### src/rtl/pcm_pkg.sv
`default_nettype none
// ============================================================================
// Module   : pcm_pkg
// Brief    : Shared constants and types for the PCM serial path.
// Revision : 1.0 - initial release
// ============================================================================
package pcm_pkg;

    localparam int PCM_W           = 8;
    localparam int DEFAULT_CLK_DIV = 4;
    localparam int BIT_CNT_W       = $clog2(PCM_W + 1);

    // Action taken by the shifter on a bit-period boundary
    typedef enum logic [1:0] {
        SH_HOLD  = 2'd0,
        SH_SHIFT = 2'd1,
        SH_LOAD  = 2'd2,
        SH_IDLE  = 2'd3
    } shift_op_e;

endpackage
`default_nettype wire

### src/rtl/pcm_bit_timer.sv
`default_nettype none
// ============================================================================
// Module   : pcm_bit_timer
// Brief    : Free-running clk divider; tick marks the last cycle of each
//            bit period.
// Revision : 1.0 - initial release
// ============================================================================
module pcm_bit_timer
    import pcm_pkg::*;
#(
    parameter int CLK_DIV = DEFAULT_CLK_DIV
) (
    input  logic clk,
    input  logic rst,
    output logic tick_o
);

    localparam int c_CNT_W = (CLK_DIV > 1) ? $clog2(CLK_DIV) : 1;

    logic [c_CNT_W-1:0] div_cnt_q;
    logic [c_CNT_W-1:0] div_cnt_d;

    assign tick_o = (div_cnt_q == c_CNT_W'(CLK_DIV - 1));

    // Count 0..CLK_DIV-1 and wrap
    always_comb begin
        div_cnt_d = tick_o ? '0 : div_cnt_q + c_CNT_W'(1);
    end

    // Divider register, runs regardless of stream enable
    always_ff @(posedge clk or posedge rst) begin
        if (rst) begin
            div_cnt_q <= '0;
        end else begin
            div_cnt_q <= div_cnt_d;
        end
    end

endmodule
`default_nettype wire

### src/rtl/pcm_serializer.sv
`default_nettype none
// ============================================================================
// Module   : pcm_serializer
// Brief    : Fetches 8-bit PCM samples through a one-deep prefetch buffer
//            and shifts them out as a gapless NRZ bit stream.
// Revision : 1.0 - initial release
// ============================================================================
module pcm_serializer
    import pcm_pkg::*;
#(
    parameter int DATA_W    = PCM_W,
    parameter int CLK_DIV   = DEFAULT_CLK_DIV,
    parameter bit MSB_FIRST = 1'b1
) (
    input  logic              clk,
    input  logic              rst,
    input  logic              en,
    input  logic [DATA_W-1:0] data_in,
    output logic              sample_req,
    output logic              bit_out,
    output logic              bit_en,
    output logic              frame_start,
    output logic              busy
);

    localparam int c_CNT_W = $clog2(DATA_W + 1);

    // The buffer refill takes two cycles after a load, so a shorter bit
    // period could starve the next frame.
    if (CLK_DIV < 3) begin : g_clk_div_check
        $error("pcm_serializer: CLK_DIV must be 3 or more");
    end

    logic              tick;
    logic              req;
    shift_op_e         op;
    logic [DATA_W-1:0] shifted;

    logic [DATA_W-1:0]  buf_q, buf_d;
    logic [DATA_W-1:0]  shreg_q, shreg_d;
    logic [c_CNT_W-1:0] bit_cnt_q, bit_cnt_d;
    logic               buf_full_q, buf_full_d;
    logic               req_pending_q, req_pending_d;
    logic               bit_out_q, bit_out_d;
    logic               frame_start_q, frame_start_d;
    logic               bit_en_q;

    pcm_bit_timer #(
        .CLK_DIV (CLK_DIV)
    ) u_bit_timer (
        .clk    (clk),
        .rst    (rst),
        .tick_o (tick)
    );

    // Request is combinational so the generator advances on the same edge
    // that arms the capture; gated by rst to keep it low during reset.
    assign req     = en & ~rst & ~buf_full_q & ~req_pending_q;
    assign shifted = MSB_FIRST ? (shreg_q << 1) : (shreg_q >> 1);

    // Next-state: fetch/capture every cycle, shifter action on each tick
    always_comb begin
        buf_d         = buf_q;
        buf_full_d    = buf_full_q;
        req_pending_d = req_pending_q;
        shreg_d       = shreg_q;
        bit_cnt_d     = bit_cnt_q;
        bit_out_d     = bit_out_q;
        frame_start_d = 1'b0;
        op            = SH_HOLD;

        if (req_pending_q) begin
            buf_d         = data_in;
            buf_full_d    = 1'b1;
            req_pending_d = 1'b0;
        end
        if (req) begin
            req_pending_d = 1'b1;
        end

        // Load decision uses buf_full from before this edge, so a capture
        // landing on a tick edge is kept for the following frame.
        if (tick) begin
            if (bit_cnt_q > c_CNT_W'(1)) begin
                op = SH_SHIFT;
            end else if (en && buf_full_q) begin
                op = SH_LOAD;
            end else begin
                op = SH_IDLE;
            end
        end

        case (op)
            SH_SHIFT: begin
                shreg_d   = shifted;
                bit_cnt_d = bit_cnt_q - c_CNT_W'(1);
                bit_out_d = MSB_FIRST ? shifted[DATA_W-1] : shifted[0];
            end
            SH_LOAD: begin
                shreg_d       = buf_q;
                bit_cnt_d     = c_CNT_W'(DATA_W);
                buf_full_d    = 1'b0;
                bit_out_d     = MSB_FIRST ? buf_q[DATA_W-1] : buf_q[0];
                frame_start_d = 1'b1;
            end
            SH_IDLE: begin
                bit_cnt_d = '0;
                bit_out_d = 1'b0;
            end
            default: ;
        endcase
    end

    // State registers, all cleared asynchronously
    always_ff @(posedge clk or posedge rst) begin
        if (rst) begin
            buf_q         <= '0;
            shreg_q       <= '0;
            bit_cnt_q     <= '0;
            buf_full_q    <= 1'b0;
            req_pending_q <= 1'b0;
            bit_out_q     <= 1'b0;
            frame_start_q <= 1'b0;
            bit_en_q      <= 1'b0;
        end else begin
            buf_q         <= buf_d;
            shreg_q       <= shreg_d;
            bit_cnt_q     <= bit_cnt_d;
            buf_full_q    <= buf_full_d;
            req_pending_q <= req_pending_d;
            bit_out_q     <= bit_out_d;
            frame_start_q <= frame_start_d;
            bit_en_q      <= tick;
        end
    end

    assign sample_req  = req;
    assign bit_out     = bit_out_q;
    assign bit_en      = bit_en_q;
    assign frame_start = frame_start_q;
    assign busy        = (bit_cnt_q != '0);

endmodule
`default_nettype wire
### config.mk
export PLATFORM = sky130hd
export DESIGN_NAME = pcm_serializer
export DESIGN_NICKNAME = d
export VERILOG_FILES = /design/src/rtl/pcm_pkg.sv /design/src/rtl/pcm_bit_timer.sv /design/src/rtl/pcm_serializer.sv
export SDC_FILE = /design/constraint.sdc
export NUM_CORES = 1
export LEC_CHECK = 0
export ABC_AREA = 1
export CAP_MARGIN = 40
export CORE_UTILIZATION = 40
export CTS_BUF_LIST = sky130_fd_sc_hd__clkbuf_4
export CTS_CLUSTER_SIZE = 40
export DETAILED_ROUTE_END_ITERATION = 10
export HOLD_SLACK_MARGIN = 0.1
export MAX_ROUTING_LAYER = met4
export SETUP_SLACK_MARGIN = 0.5
export SYNTH_ARGS = -nofsm -noshare
export SYNTH_HDL_FRONTEND = slang
export SYNTH_SLANG_ARGS = --single-unit
export TNS_END_PERCENT = 10
### constraint.sdc
create_clock -name clk -period 1.52 [get_ports clk]
set_input_delay 0.228 -clock clk [delete_from_list [all_inputs] [get_ports clk]]
set_output_delay 0.228 -clock clk [all_outputs]
set_load 0.02 [all_outputs]
# Yosys cells after proc, flatten, opt, wreduce, memory -nomap -nowiden

Cells that the tools add are included.

Bits in latches: 0
Memory bits (writable): 0
Register bits: 26
Bits in read-only memories: 0
Memories kept: 0
Output and inout bits: 5

Reductions and logical operators: 5
Shift operators: 0
Bitwise logic cells: 6
$mul: 0
Add/subtract/negate cells: 2
Div/mod/pow operators: 0
Multiplexer cells: 11
Eq/ne operators: 4
$lt $le $gt $ge: 1

Operators with widths:

| operator                                                              | count |
|---|---|
| 7-bit one-hot mux with 2 select lines                                 | 1 |
| 4-bit one-hot mux with 3 select lines                                 | 1 |
| 2-bit equality test, second input constant                            | 3 |
| 2-bit 2-to-1 mux                                                      | 3 |
| 1-bit 2-to-1 mux                                                      | 5 |
| 4-bit by 1-bit > comparator with 1-bit output, second input constant  | 1 |
| 2-bit nonzero test                                                    | 2 |
| 4-bit nonzero test                                                    | 1 |
| 4-bit by 1-bit subtractor with 4-bit output, second input constant    | 1 |
| 1-bit AND                                                             | 3 |
| 1-bit inverter                                                        | 3 |
| 1-bit one-hot mux with 3 select lines                                 | 1 |
| 3-bit nonzero test                                                    | 1 |
| 2-bit by 1-bit adder with 2-bit output, second input constant         | 1 |
| 2-bit by 1-bit equality test with 1-bit output, second input constant | 1 |
| 1-bit logical AND                                                     | 1 |

# Longest topological paths before layout

Word-level depth: 6
Depth in mapped cells: 12
Mapped depth without buffers: 11

# Hierarchy

Synthesis repeated with hierarchy kept, for this count alone.

Cell total of the unflattened synthesis: 128
Area, all modules: 1186.1 µm²

Modules (own cells, without submodules):

| module         | cells each | seq. area each (µm²) | area each (µm²) | instances |
|---|---|---|---|---|
| pcm_serializer | 123        | 600.6                | 1116.1          | 1 |
| pcm_bit_timer  | 5          | 50.0                 | 70.1            | 1 |

# Worst setup path after synthesis

No wires, ideal clock.

Path type: flip-flop to flip-flop
Start point: reg bit_cnt_q[0]
End point: reg shreg_q[1]
Stages on the path, launching flop included: 12
Setup slack: -0.163 ns
Arrival: 1.555 ns
Buffers on the path: 1
Period minus slack after synthesis: 1.683 ns
Path through: dfrtp_1 > inv_1 > ha_1 > inv_1 > nand2_1 > nand3_4 > inv_1 > ha_1 > buf_4 > nand2_1 > o21ai_0 > o21ai_0

Word-level cells in the longest chain between the ends: 5
Elaborated cells between the ends (all ways): 7
Those cells by class: order compare: 1; eq/ne: 2; mux: 3; reduce/logical: 1

RTL lines:

| item                                                                                  | line                  | RTL |
|---|---|---|
| start: declaration                                                                    | pcm_serializer.sv:41  | `logic [c_CNT_W-1:0] bit_cnt_q, bit_cnt_d;` |
| start signal: assignment                                                              | pcm_serializer.sv:128 | `bit_cnt_q <= bit_cnt_d;` |
| 4-bit by 1-bit > comparator with 1-bit output (*)                                     | pcm_serializer.sv:84  | `if (bit_cnt_q > c_CNT_W'(1)) begin` |
| 2-bit 2-to-1 mux (*)                                                                  | pcm_serializer.sv:84  |  |
| 2-bit 2-to-1 mux (*)                                                                  | pcm_serializer.sv:83  | `if (tick) begin` |
| 2-bit equality test or 2-bit by 1-bit equality test with 1-bit output (tied branches) | pcm_serializer.sv:93  | `case (op)` |
| 7-bit one-hot mux with 2 select lines or 2-bit nonzero test (tied branches)           | n/a                   |  |
| end signal: assignment                                                                | pcm_serializer.sv:127 | `shreg_q <= shreg_d;` |
| end: declaration                                                                      | pcm_serializer.sv:40  | `logic [DATA_W-1:0] shreg_q, shreg_d;` |

Mark *: on every way between the ends. The rest lies on a longest branch, timed or not.
A chain may end at the register's enable or synchronous reset.

# Final worst setup path

Start point: reg bit_cnt_q[0]
End point: reg shreg_q[6]

Same word-level chain as after synthesis.

==> metrics.log <==
[metrics] end-of-flow core utilization: 57.7%
[metrics] crit path setup slack, layout: -0.140 ns
[metrics] adder-cell area share of the yosys netlist: between 6 and 7%
[metrics] mean number of vias per cell: 4.91
[metrics] clk buf depth: 2
[metrics] largest fanout on the critical path: 7
[metrics] via count: slightly above 900
[metrics] later-pin clock latency in the skew report: about 0.31 ns
[metrics] Area growth, synth to finish: 36.3%
[metrics] count of flip-flops with a built-in enable after synthesis: 0
[metrics] slowest library cell on the worst path: dfrtp_1
[metrics] wire length of the first global-routing pass: roughly 4000 µm
[metrics] nets: roughly 170
[metrics] dominant cell type by area after synthesis: dfrtp_1
[metrics] Synth area leaders: dfrtp_1 55%, nand2_1 9.6%, o21ai_0 8.9%, ha_1 6.4%, inv_1 4.5%
[metrics] Worst-Margin Slew: about 0.33 ns
[metrics] clock buffer count from CTS: 3
[metrics] overall routed net length: around 2300 µm
[metrics] relative slew slack: 77.9%
[metrics] list of most frequent post-synthesis cells: 30 x nand2_1, 26 x dfrtp_1, 21 x o21ai_0, 14 x inv_1, 7 x nand3_1
[metrics] Net Count, Synth: about 140
[metrics] number of distinct standard cells referenced by the synthesized netlist: 20
[metrics] FF+latch count, synth: 26
[metrics] async set-or-reset flop fraction in the synthesized netlist: 100%
[metrics] final setup violating endpoints: 9
[metrics] violations in the final reports: negative setup slack
[metrics] startpoint of the worst register-to-register path: bit_cnt_q[0]
[metrics] number of cells produced by synthesis: 125
[metrics] Congestion Overflow GR: 0
[metrics] Worst R2R End: shreg_q[6]
[metrics] number of global-route vias before repair: ~850
[metrics] average wire per cell in the routed design: around 13 µm
[metrics] power density normalized to cell area: 1400 nW/µm²
[metrics] DPL Wire Length: 1590 µm
[metrics] sequential fraction of the synthesis area: 55.3%
[metrics] clock slew at reported path FFs: 0.14 ns
[metrics] largest net degree at the start of global routing: 27
[metrics] crit path kind: flip-flop to flip-flop
[metrics] Worst EP arrival: between 1.5 and 2 ns
[metrics] Clock Skew: ~0.0037 ns
[metrics] TritonRoute pass-1 iters: 4
[metrics] count of port buffers added during placement: 15
[metrics] starting density of the core: a little over two fifths
[metrics] number of failing hold endpoints at the final stage: 0
[metrics] most numerous cell in the Yosys netlist: nand2_1
[metrics] TritonCTS sink count: 26
[metrics] maximum single-stage delay on the critical path: around 0.44 ns
[metrics] required arrival time at the worst endpoint: 1.74 ns
[metrics] R2R depth: 10
[metrics] maximum resistive drop on vdd: a little over 0.0009 V
[metrics] I/O pin total: 16
[metrics] Max Clk Rate: ~600 MHz
[metrics] Cell Area, Synth: ~1200 µm²
[metrics] list of cells traversed by the critical path: inv_2 -> ha_4 -> inv_4 -> nand2_4 -> nand4_1 -> nand2_2 -> ha_4 -> buf_8 -> o21ai_2 -> o21ai_1
[metrics] endpoint class of the critical path: flip-flop
[metrics] post-route antenna net violation count: 0
[metrics] Core Region: between 2000 and 3000 µm²
[metrics] RSZ-0062 raised after global routing: true
[metrics] switching share of total power: around a third
[metrics] class of the most critical hold timing path: input port to asynchronous set/reset pin
[metrics] Post-CTS Hold Fix Bufs: 0
[metrics] register-to-register setup slack: -0.14 ns
[metrics] number of H-tree levels: 1
[metrics] share of power burned in the clock network: approximately an eighth
[metrics] Chip Width: ~56 µm
[metrics] critical path startpoint category: flip-flop
[metrics] fraction of final layout cells sized beyond drive strength 1: a little under a third
[metrics] most instantiated flip-flop cell in the synthesis netlist: dfrtp_1
[metrics] simple-gate share of the synthesized area: around a fifth
[metrics] P_sw: about 0.79 mW
[metrics] Final Slew Violations: 0
[metrics] outcome: complete, but fails checks
[metrics] most numerous cell on the critical path: ha_4
[metrics] gr usage total: 17.0%
[metrics] synthesized-area fraction occupied by ao, oa, aoi and oai cells: between 10% and 20%
[metrics] Std-Cell Rows: 19
[metrics] Post-Synthesis Mean Instance Area: between 9 and 10 µm²
[metrics] shortest period the worst path allows: roughly 1.7 ns
[metrics] Internal: 1.45 mW
[metrics] proportion of synthesized area in mux cells: between 2 and 3%
[metrics] detailed-route DRC error count: 0
[metrics] die extent in y: between 50 and 60 µm
[metrics] proportion of power drawn by flip-flops and latches: 47.6%
[metrics] relative contribution of combinational cells to total power: 39.2%
[metrics] CTS tree: done
[metrics] Static Leak: about 0.7 nW
[metrics] Inserted Diodes: 0
[metrics] cell area after layout: approximately 1600 µm²
[metrics] Die ar.: 3160 µm²
[metrics] clk root buf: clkbuf_4
[metrics] Iter 0 DRT Violations: 15
[metrics] initial antenna violation count: 0
[metrics] largest family of logic cells by synthesized area: simple AND/OR/NAND/NOR gates
[metrics] number of max-cap violations: 0
[metrics] top-area cell type share of the netlist area: 55.3%
[metrics] xor/xnor share of the synthesized area: 0%
[metrics] placement-stage cell area: between 1000 and 1500 µm²
[metrics] synthesis warning total: 0
[metrics] post-route clock period utilization: 109%
[metrics] Placer Congestion: 0.937
metrics by stage:
step                TNS, ns  std cells  hold WS (ns)  worst slack, ns  power (mW)
floorplan                 0        125         0.123           0.0241        1.52
global placement     -0.667        173         0.444           -0.344        1.76
detailed placement   -0.890        173         0.457           -0.382        1.80
CTS                  -0.715        182         0.138           -0.110        2.16
global route          -2.06        186         0.148           -0.245        2.41
finish                -1.10        186         0.136           -0.140        2.24
cell usage in the layout, fill, tap and decap left out, drive strengths merged:
master,instances
clkinvlp,1
nand4,1
inv,14
nand3,8
o21ai,23
dfrtp,26
ha,6
nand2,30
clkinv,1
clkbuf,3
mux2i,1
dlygate4sd2,2
buf,20
nor3,1
a21oi,1
clkdlybuf4s50,8
mux2,2
nor2,6
or2,1
flip-flops by register name, indices dropped and copies added (netlist names), 2 cells and up:
name and flops:
buf_q 8, bit_cnt_q 4, u_bit_timer.div_cnt_q 2, shreg_q 7
per-layer routing:
metal / wire, µm / track usage [%] / vias to the layer above
li1: - / - / 464
met2: 1130 / 24.3 / 9
met5: 0 / - / -
met1: 1120 / 24.4 / 438
met3: 69 / 3.00 / 2
met4: 13 / 6.27 / 0
power by group through the flow:
stage / registers, mW / clock network, mW / logic [mW]
CTS: 1.06 / 0.312 / 0.790
detailed placement: 1.07 / 0 / 0.735
finish: 1.07 / 0.296 / 0.878
global placement: 1.06 / 0 / 0.702
global route: 1.09 / 0.342 / 0.982
floorplan: 1.05 / 0 / 0.473
worst max path at each step:
stage / startpoint / endpoint / slack (ns) / depth (start not counted)
6_report: bit_cnt_q[0] / shreg_q[6] / -0.14 / 10
2_1_floorplan: bit_cnt_q[1] / shreg_q[1] / 0.02 / 11
5_1_grt: bit_cnt_q[0] / buf_full_q / -0.25 / 11
3_3_place_gp: rst / sample_req / -0.34 / 5
4_1_cts: bit_cnt_q[1] / shreg_q[2] / -0.11 / 11
3_5_place_dp: rst / sample_req / -0.38 / 5
worst max-delay path, delay by kind of cell (launching register included):
family,cells,cell delay [ns]
DFF,1,0.44
adders and majority gates,2,0.39
and+or+nand+nor,3,0.27
buffers and inverters,3,0.27
AOI/OAI and AO/OA,2,0.21
logic make-up after synthesis:
group	after synthesis
AND/OR/NAND/NOR	47
flip-flops	26
AO/OA/AOI/OAI	24
buffers and inverters	19
adder cells (fa/ha/maj)	6
multiplexers	3
area by class of cell:
type | count | area [µm²]
multi-input cells | 80 | 544
flip-flops and latches | 26 | 651
clock inverters | 1 | 3.75
clock buffers | 3 | 22.5
fillers | 258 | 1180
repair buffers | 30 | 275
well taps | 31 | 38.8
inverters | 15 | 70.1
what timing repair did:
item,in CTS,in global routing
pin swaps,8,11
buffers inserted,5,4
endpoints found under the setup margin,21,21
gates resized for setup,37,18
No activity file was read; power rests on OpenSTA's default activity.
